==> config.mk <==
export PLATFORM = sky130hd
export DESIGN_NAME = rns_modarith_fu
export DESIGN_NICKNAME = d
export VERILOG_FILES = /design/src/rtl/rns_modarith_fu.sv
export SDC_FILE = /design/constraint.sdc
export NUM_CORES = 1
export LEC_CHECK = 0
export ABC_CLOCK_PERIOD_IN_PS = 8100
export CAP_MARGIN = 10
export CELL_PAD_IN_SITES_DETAIL_PLACEMENT = 0
export CELL_PAD_IN_SITES_GLOBAL_PLACEMENT = 1
export CORE_UTILIZATION = 47
export CTS_BUF_LIST = sky130_fd_sc_hd__clkbuf_8
export CTS_CLUSTER_DIAMETER = 200
export DETAILED_ROUTE_END_ITERATION = 7
export PLACE_DENSITY = 0.86
export SETUP_SLACK_MARGIN = 0.05
export SYNTH_ARGS = -nofsm -noshare
export SYNTH_HDL_FRONTEND = slang
export SYNTH_SLANG_ARGS = --single-unit
==> constraint.sdc <==
create_clock -name clk -period 8.1 [get_ports clk]
set_input_delay 1.62 -clock clk [delete_from_list [all_inputs] [get_ports clk]]
set_output_delay 1.62 -clock clk [all_outputs]
set_load 0.005 [all_outputs]
==> src/rtl/rns_modarith_fu.sv <==
// rns_modarith_fu: streaming modular add/sub/negate/pass unit for RNS residues.
// Residues arrive prime-fastest; each beat is reduced modulo the prime selected
// by a per-beat counter. Two register stages, fixed latency 2, no stalls.
module rns_modarith_fu #(
  parameter int NPRIMES = 2,
  parameter int COEFF_W = 8
) (
  input  logic                       clk,
  input  logic                       reset_n,
  input  logic                       start_operation,
  input  logic [1:0]                 op_select,
  input  logic [NPRIMES*COEFF_W-1:0] moduli,
  input  logic                       source0_valid,
  input  logic [COEFF_W-1:0]         source0_coefficient,
  input  logic                       source0_last,
  input  logic                       source1_valid,
  input  logic [COEFF_W-1:0]         source1_coefficient,
  input  logic                       source1_last,
  output logic                       destination_valid,
  output logic [COEFF_W-1:0]         destination_coefficient,
  output logic                       destination_last,
  output logic                       busy,
  output logic                       stream_error
);

  localparam int CNT_W = (NPRIMES > 1) ? $clog2(NPRIMES) : 1;
  localparam logic [CNT_W-1:0] LAST_PRIME = CNT_W'(NPRIMES - 1);
  localparam logic [1:0] OP_ADD = 2'b00;
  localparam logic [1:0] OP_SUB = 2'b01;
  localparam logic [1:0] OP_NEG = 2'b10;

  logic [1:0]         op_q;
  logic [CNT_W-1:0]   prime_cnt;
  logic [CNT_W-1:0]   prime_sel;
  logic [COEFF_W-1:0] q_sel;
  logic               misaligned;
  logic               err_q;

  logic [COEFF_W-1:0] a_p1;
  logic [COEFF_W-1:0] b_p1;
  logic [COEFF_W-1:0] q_p1;
  logic [1:0]         op_p1;
  logic               last_p1;
  logic               vld_p1;

  logic [COEFF_W-1:0] res_p2;
  logic               last_p2;
  logic               vld_p2;

  // Modular add with a one-bit-wider intermediate; single conditional subtract.
  function automatic logic [COEFF_W-1:0] mod_add(input logic [COEFF_W-1:0] a,
                                                 input logic [COEFF_W-1:0] b,
                                                 input logic [COEFF_W-1:0] q);
    logic [COEFF_W:0] s;
    s = {1'b0, a} + {1'b0, b};
    if (s >= {1'b0, q}) s = s - {1'b0, q};
    return COEFF_W'(s);
  endfunction

  // Modular subtract a-b; borrow is repaired by adding q back.
  function automatic logic [COEFF_W-1:0] mod_sub(input logic [COEFF_W-1:0] a,
                                                 input logic [COEFF_W-1:0] b,
                                                 input logic [COEFF_W-1:0] q);
    logic [COEFF_W:0] d;
    d = {1'b0, a} - {1'b0, b};
    if (a < b) d = d + {1'b0, q};
    return COEFF_W'(d);
  endfunction

  // Modular negate; zero maps to zero rather than q.
  function automatic logic [COEFF_W-1:0] mod_neg(input logic [COEFF_W-1:0] a,
                                                 input logic [COEFF_W-1:0] q);
    logic [COEFF_W:0] d;
    d = {1'b0, q} - {1'b0, a};
    if (a == '0) d = '0;
    return COEFF_W'(d);
  endfunction

  function automatic logic [COEFF_W-1:0] mod_op(input logic [1:0]         op,
                                                input logic [COEFF_W-1:0] a,
                                                input logic [COEFF_W-1:0] b,
                                                input logic [COEFF_W-1:0] q);
    case (op)
      OP_ADD:  return mod_add(a, b, q);
      OP_SUB:  return mod_sub(a, b, q);
      OP_NEG:  return mod_neg(a, q);
      default: return a;
    endcase
  endfunction

  // A beat coinciding with start_operation is taken at prime 0.
  assign prime_sel = start_operation ? '0 : prime_cnt;

  assign misaligned = (source0_valid != source1_valid) ||
                      (source0_valid && source1_valid && (source0_last != source1_last));

  // Select the modulus for the current beat from the packed prime vector.
  always_comb begin
    q_sel = '0;
    for (int p = 0; p < NPRIMES; p++) begin
      if (prime_sel == CNT_W'(p)) q_sel = moduli[p*COEFF_W +: COEFF_W];
    end
  end

  // Operation latch, per-beat prime counter and sticky misalignment flag.
  always_ff @(posedge clk or negedge reset_n) begin
    if (!reset_n) begin
      op_q      <= OP_ADD;
      prime_cnt <= '0;
      err_q     <= 1'b0;
    end else begin
      if (start_operation) begin
        op_q      <= op_select;
        prime_cnt <= '0;
      end else if (source0_valid) begin
        prime_cnt <= (source0_last || prime_cnt == LAST_PRIME) ? '0 : prime_cnt + CNT_W'(1);
      end
      if (start_operation) err_q <= 1'b0;
      else if (!op_q[1] && misaligned) err_q <= 1'b1;
    end
  end

  // ---- stage 1: capture operands, modulus, op and framing ----
  always_ff @(posedge clk or negedge reset_n) begin
    if (!reset_n) begin
      vld_p1  <= 1'b0;
      last_p1 <= 1'b0;
      op_p1   <= OP_ADD;
    end else begin
      vld_p1  <= source0_valid;
      last_p1 <= source0_valid & source0_last;
      op_p1   <= op_q;
    end
  end

  // Stage 1 operand registers; only loaded on a beat.
  always_ff @(posedge clk) begin
    if (source0_valid) begin
      a_p1 <= source0_coefficient;
      b_p1 <= source1_coefficient;
      q_p1 <= q_sel;
    end
  end

  // ---- stage 2: modular result to the destination stream ----
  always_ff @(posedge clk or negedge reset_n) begin
    if (!reset_n) begin
      vld_p2  <= 1'b0;
      last_p2 <= 1'b0;
      res_p2  <= '0;
    end else begin
      vld_p2  <= vld_p1;
      last_p2 <= vld_p1 & last_p1;
      if (vld_p1) res_p2 <= mod_op(op_p1, a_p1, b_p1, q_p1);
    end
  end

  assign destination_valid       = vld_p2;
  assign destination_coefficient = res_p2;
  assign destination_last        = last_p2;
  assign stream_error            = err_q;
  assign busy                    = vld_p1 | vld_p2 | (prime_cnt != '0);

endmodule

==> out/metrics.yaml <==
worst_setup_path:
  worst_ep_arrival_time_ns: 4.30
  critPathRequiredTime_ns: 8.32
  worstSetupEndpointType: "register"
  critical_path_class: "register to register"
  crit_fanout: 11
  setup.worst_path.start_class: "register"
  r2r_setup_slack_ns: 4.01
  r2r_end: "destination_coefficient[3]"
  timing.rr.start: "a_p1[1]"
  rr_worst_depth: 13
placement:
  place_area_mm2: 0.00425
  dp_hpwl_um: 7920
  place_ws_ns: 4.10
  port-buffer-count: 52
  place_congestion: 0.905
finish:
  fin_nets: 524
  finalCoreUtilization_pct: 58.9
  drive_above_1_share_pct: 8.18
  regArea_mm2: 0.00117
  final_common_cell: "clkdlybuf4s50_1"
  design_area_mm2: 0.00434
  multi_input_area_mm2: 0.00227
  antenna_cells: 0
  fill_cells: 661
  final_cell_mix: "clkdlybuf4s50_1, ha_1, inv_1"
  area_delta_synth_final_pct: 19.3
route:
  drtAntennaViolNets: 0
  drt_iter0_markers: 239
  wire_per_inst_um: 18.4
  vias: 3183
  dr.pass1.iters: 5
  drt_drc_violations_left: 0
  avgViaCountPerCell: 5.91
  wirelength_um: 9930
synthesis:
  yosys.area_share.simple_pct: 14.8
  syn_inst: 390
  synth_edf_count: 24
  synth_top_area_share_pct: 19.8
  syn-mean-instance-area_um2: 9.33
  synth_area_leaders: "edfxtp_1, ha_1, dfrtp_1"
  synthArstFlopShare_pct: 42.9
  synth_top_area_cell: "edfxtp_1"
  synthMuxAreaShare_pct: 5.81
  syn_nets: 475
  syn_area_mm2: 0.00364
  ys.flop_type: "edfxtp_1"
  synth-seq-cells: 42
  synth_xor_xnor_area_share_pct: 4.33
  synth_top_family_by_area: "compound AO/OA/AOI/OAI gates"
  synth_cell_types: 60
  synth_compound_gate_area_share_pct: 21.0
  synth_warnings: 0
  seq_area_frac_synth_pct: 32.2
  synthAdderAreaFrac_pct: 16.2
floorplan:
  initial_core_util_pct: 49.4
  coreArea_mm2: 0.00737
  io_pins: 53
  fp.dieW_um: 90
  die-area_mm2: 0.00810
  fp.dieH_um: 90
  row_count: 31
sta:
  finalSetupViolCount: 0
  clock_skew_ns: 0.00733
  rsz0062_at_grt: "no"
  fin_crit_ns: 4.09
  hold_viol: 0
  fmax_mhz: 245
  slew_viol_final: 0
  post-route-period-util_pct: 50.5
  tightest_slew_ns: 0.798
  setup_slack_ns: 4.01
  tns_ns: 0
  relSlewSlack_pct: 46.6
grt:
  grt.total_usage_pct: 25.5
  grt_max_degree: 29
  grt_pass1_wl_um: 16000
  antenna_found_initial: 0
  grt_overflow_total: 0
  first_global_vias: 3048
clock_network:
  cts_tree: "yes"
  clock-root-buffer: "clkbuf_8"
  clock_sinks: 42
  htree_levels: 2
  numCtsBuffers: 5
  postCtsSetupBuffers: 0
  holdBufCountCts: 0
  clk_pin_slew_worst_paths_ns: 0.10
  cts_buffer_depth: 2
  clock_latency_ns: 0.31
  cts_resized: 0
power_and_ir_drop:
  finalPower_mw: 0.861
  irDropWorstVdd_v: 0.0000993
  power_density_mw_per_mm2: 198
  leakagePower_nw: 1.81
worst_hold_path:
  hold_path.startpoint: "op_q[0]"
  whs_endpoint: "op_p1[0]"
  worstHoldPathCells: 0
  hp-class: "register to register"
flow_run:
  max-cap-violations: 0
status:
  outcome: "complete, no violations"
-- kinds of logic (layout without fill, tap and decap cells) --
kind of cell / after synthesis / after routing
xor gates and xnor gates: 18 / 18
and+or+nand+nor: 106 / 106
adders and majority gates: 44 / 44
muxes: 19 / 19
buffers and inverters: 51 / 101
DFF: 42 / 42
AOI/OAI and AO/OA: 110 / 110
-- registers in the layout, summed over array words and instances, names as in the netlist --
name and count:
prime_cnt 1, destination_coefficient 8, stream_error 1, op_p1 2, destination_last 1, vld_p1 1
op_q 2, destination_valid 1, last_p1 1, q_p1 8, b_p1 8, a_p1 8
-- critical path: stages, from the launching register on --
cell	delay, ns
edfxtp_1	0.46
inv_1	0.19
fa_1	0.47
or2_1	0.27
a221oi_2	0.34
o311ai_0	0.27
ha_1	0.41
o21ai_0	0.10
a32oi_1	0.31
a2111oi_2	0.12
buf_4	0.20
a2111oi_0	0.49
a31oi_1	0.10
a221oi_2	0.26
-- layout make-up --
cell class	count	area share, %
inverter	38	3.29
sequential	42	27.0
timing repair buffer	55	12.5
clock inverter	3	0.605
multi-input combinational	297	52.2
clock buffer	5	1.59
tap	99	2.85
-- per-layer routing --
layer  vias up  part of all wire (%)  routed length, µm  GRT usage [%]
met5         -                     0                  0              0
met4         0                   2.1                207           7.93
met3        18                   7.6                754           3.47
met2       129                    43               4300           38.2
met1      1511                    47               4670           37.9
li1       1525                     -                  -              -
-- Yosys cell counts, drive strengths merged, types with 2 or more instances --
library cell  count
a2111oi           3
a211oi            5
a21o              5
a21oi            26
a221oi            2
a31oi             7
a32oi             2
and2              3
buf               3
clkbuf           10
dfrtp            18
edfxtp           24
fa                5
ha               39
inv              38
mux2             14
mux2i             5
nand2            10
nand2b            4
nand3             5
nand3b            2
nand4             4
nor2             37
nor2b            11
nor3             14
o2111ai           2
o211ai            3
o21a              9
o21ai            22
o21bai            6
o221ai            2
o31a              5
or2               4
or3               5
or4               3
xnor2            11
xor2              7
-- worst max path at each step --
stage | to | depth (start not counted) | from
global route | destination_coefficient[3] | 13 | a_p1[1]
floorplan | destination_coefficient[0] | 15 | a_p1[1]
finish | destination_coefficient[3] | 13 | a_p1[1]
global placement | destination_coefficient[4] | 15 | a_p1[1]
detailed placement | destination_coefficient[3] | 13 | a_p1[1]
CTS | destination_coefficient[3] | 13 | a_p1[1]
-- through the flow --
step | hold WS, ns | cells
2_1_floorplan | 0.350 | 390
3_3_place_gp | 0.364 | 531
3_5_place_dp | 0.368 | 531
4_1_cts | 0.392 | 539
5_1_grt | 0.417 | 539
6_report | 0.388 | 539
-- report_power, final --
| group | switching, mW | internal, mW | leakage (nW) |
|---|---|---|---|
| logic | 0.228 | 0.201 | 1.31 |
| clock network | 0.0869 | 0.0642 | 0.0495 |
| registers | 0.0276 | 0.254 | 0.450 |
(Power assumes the default switching activity.)
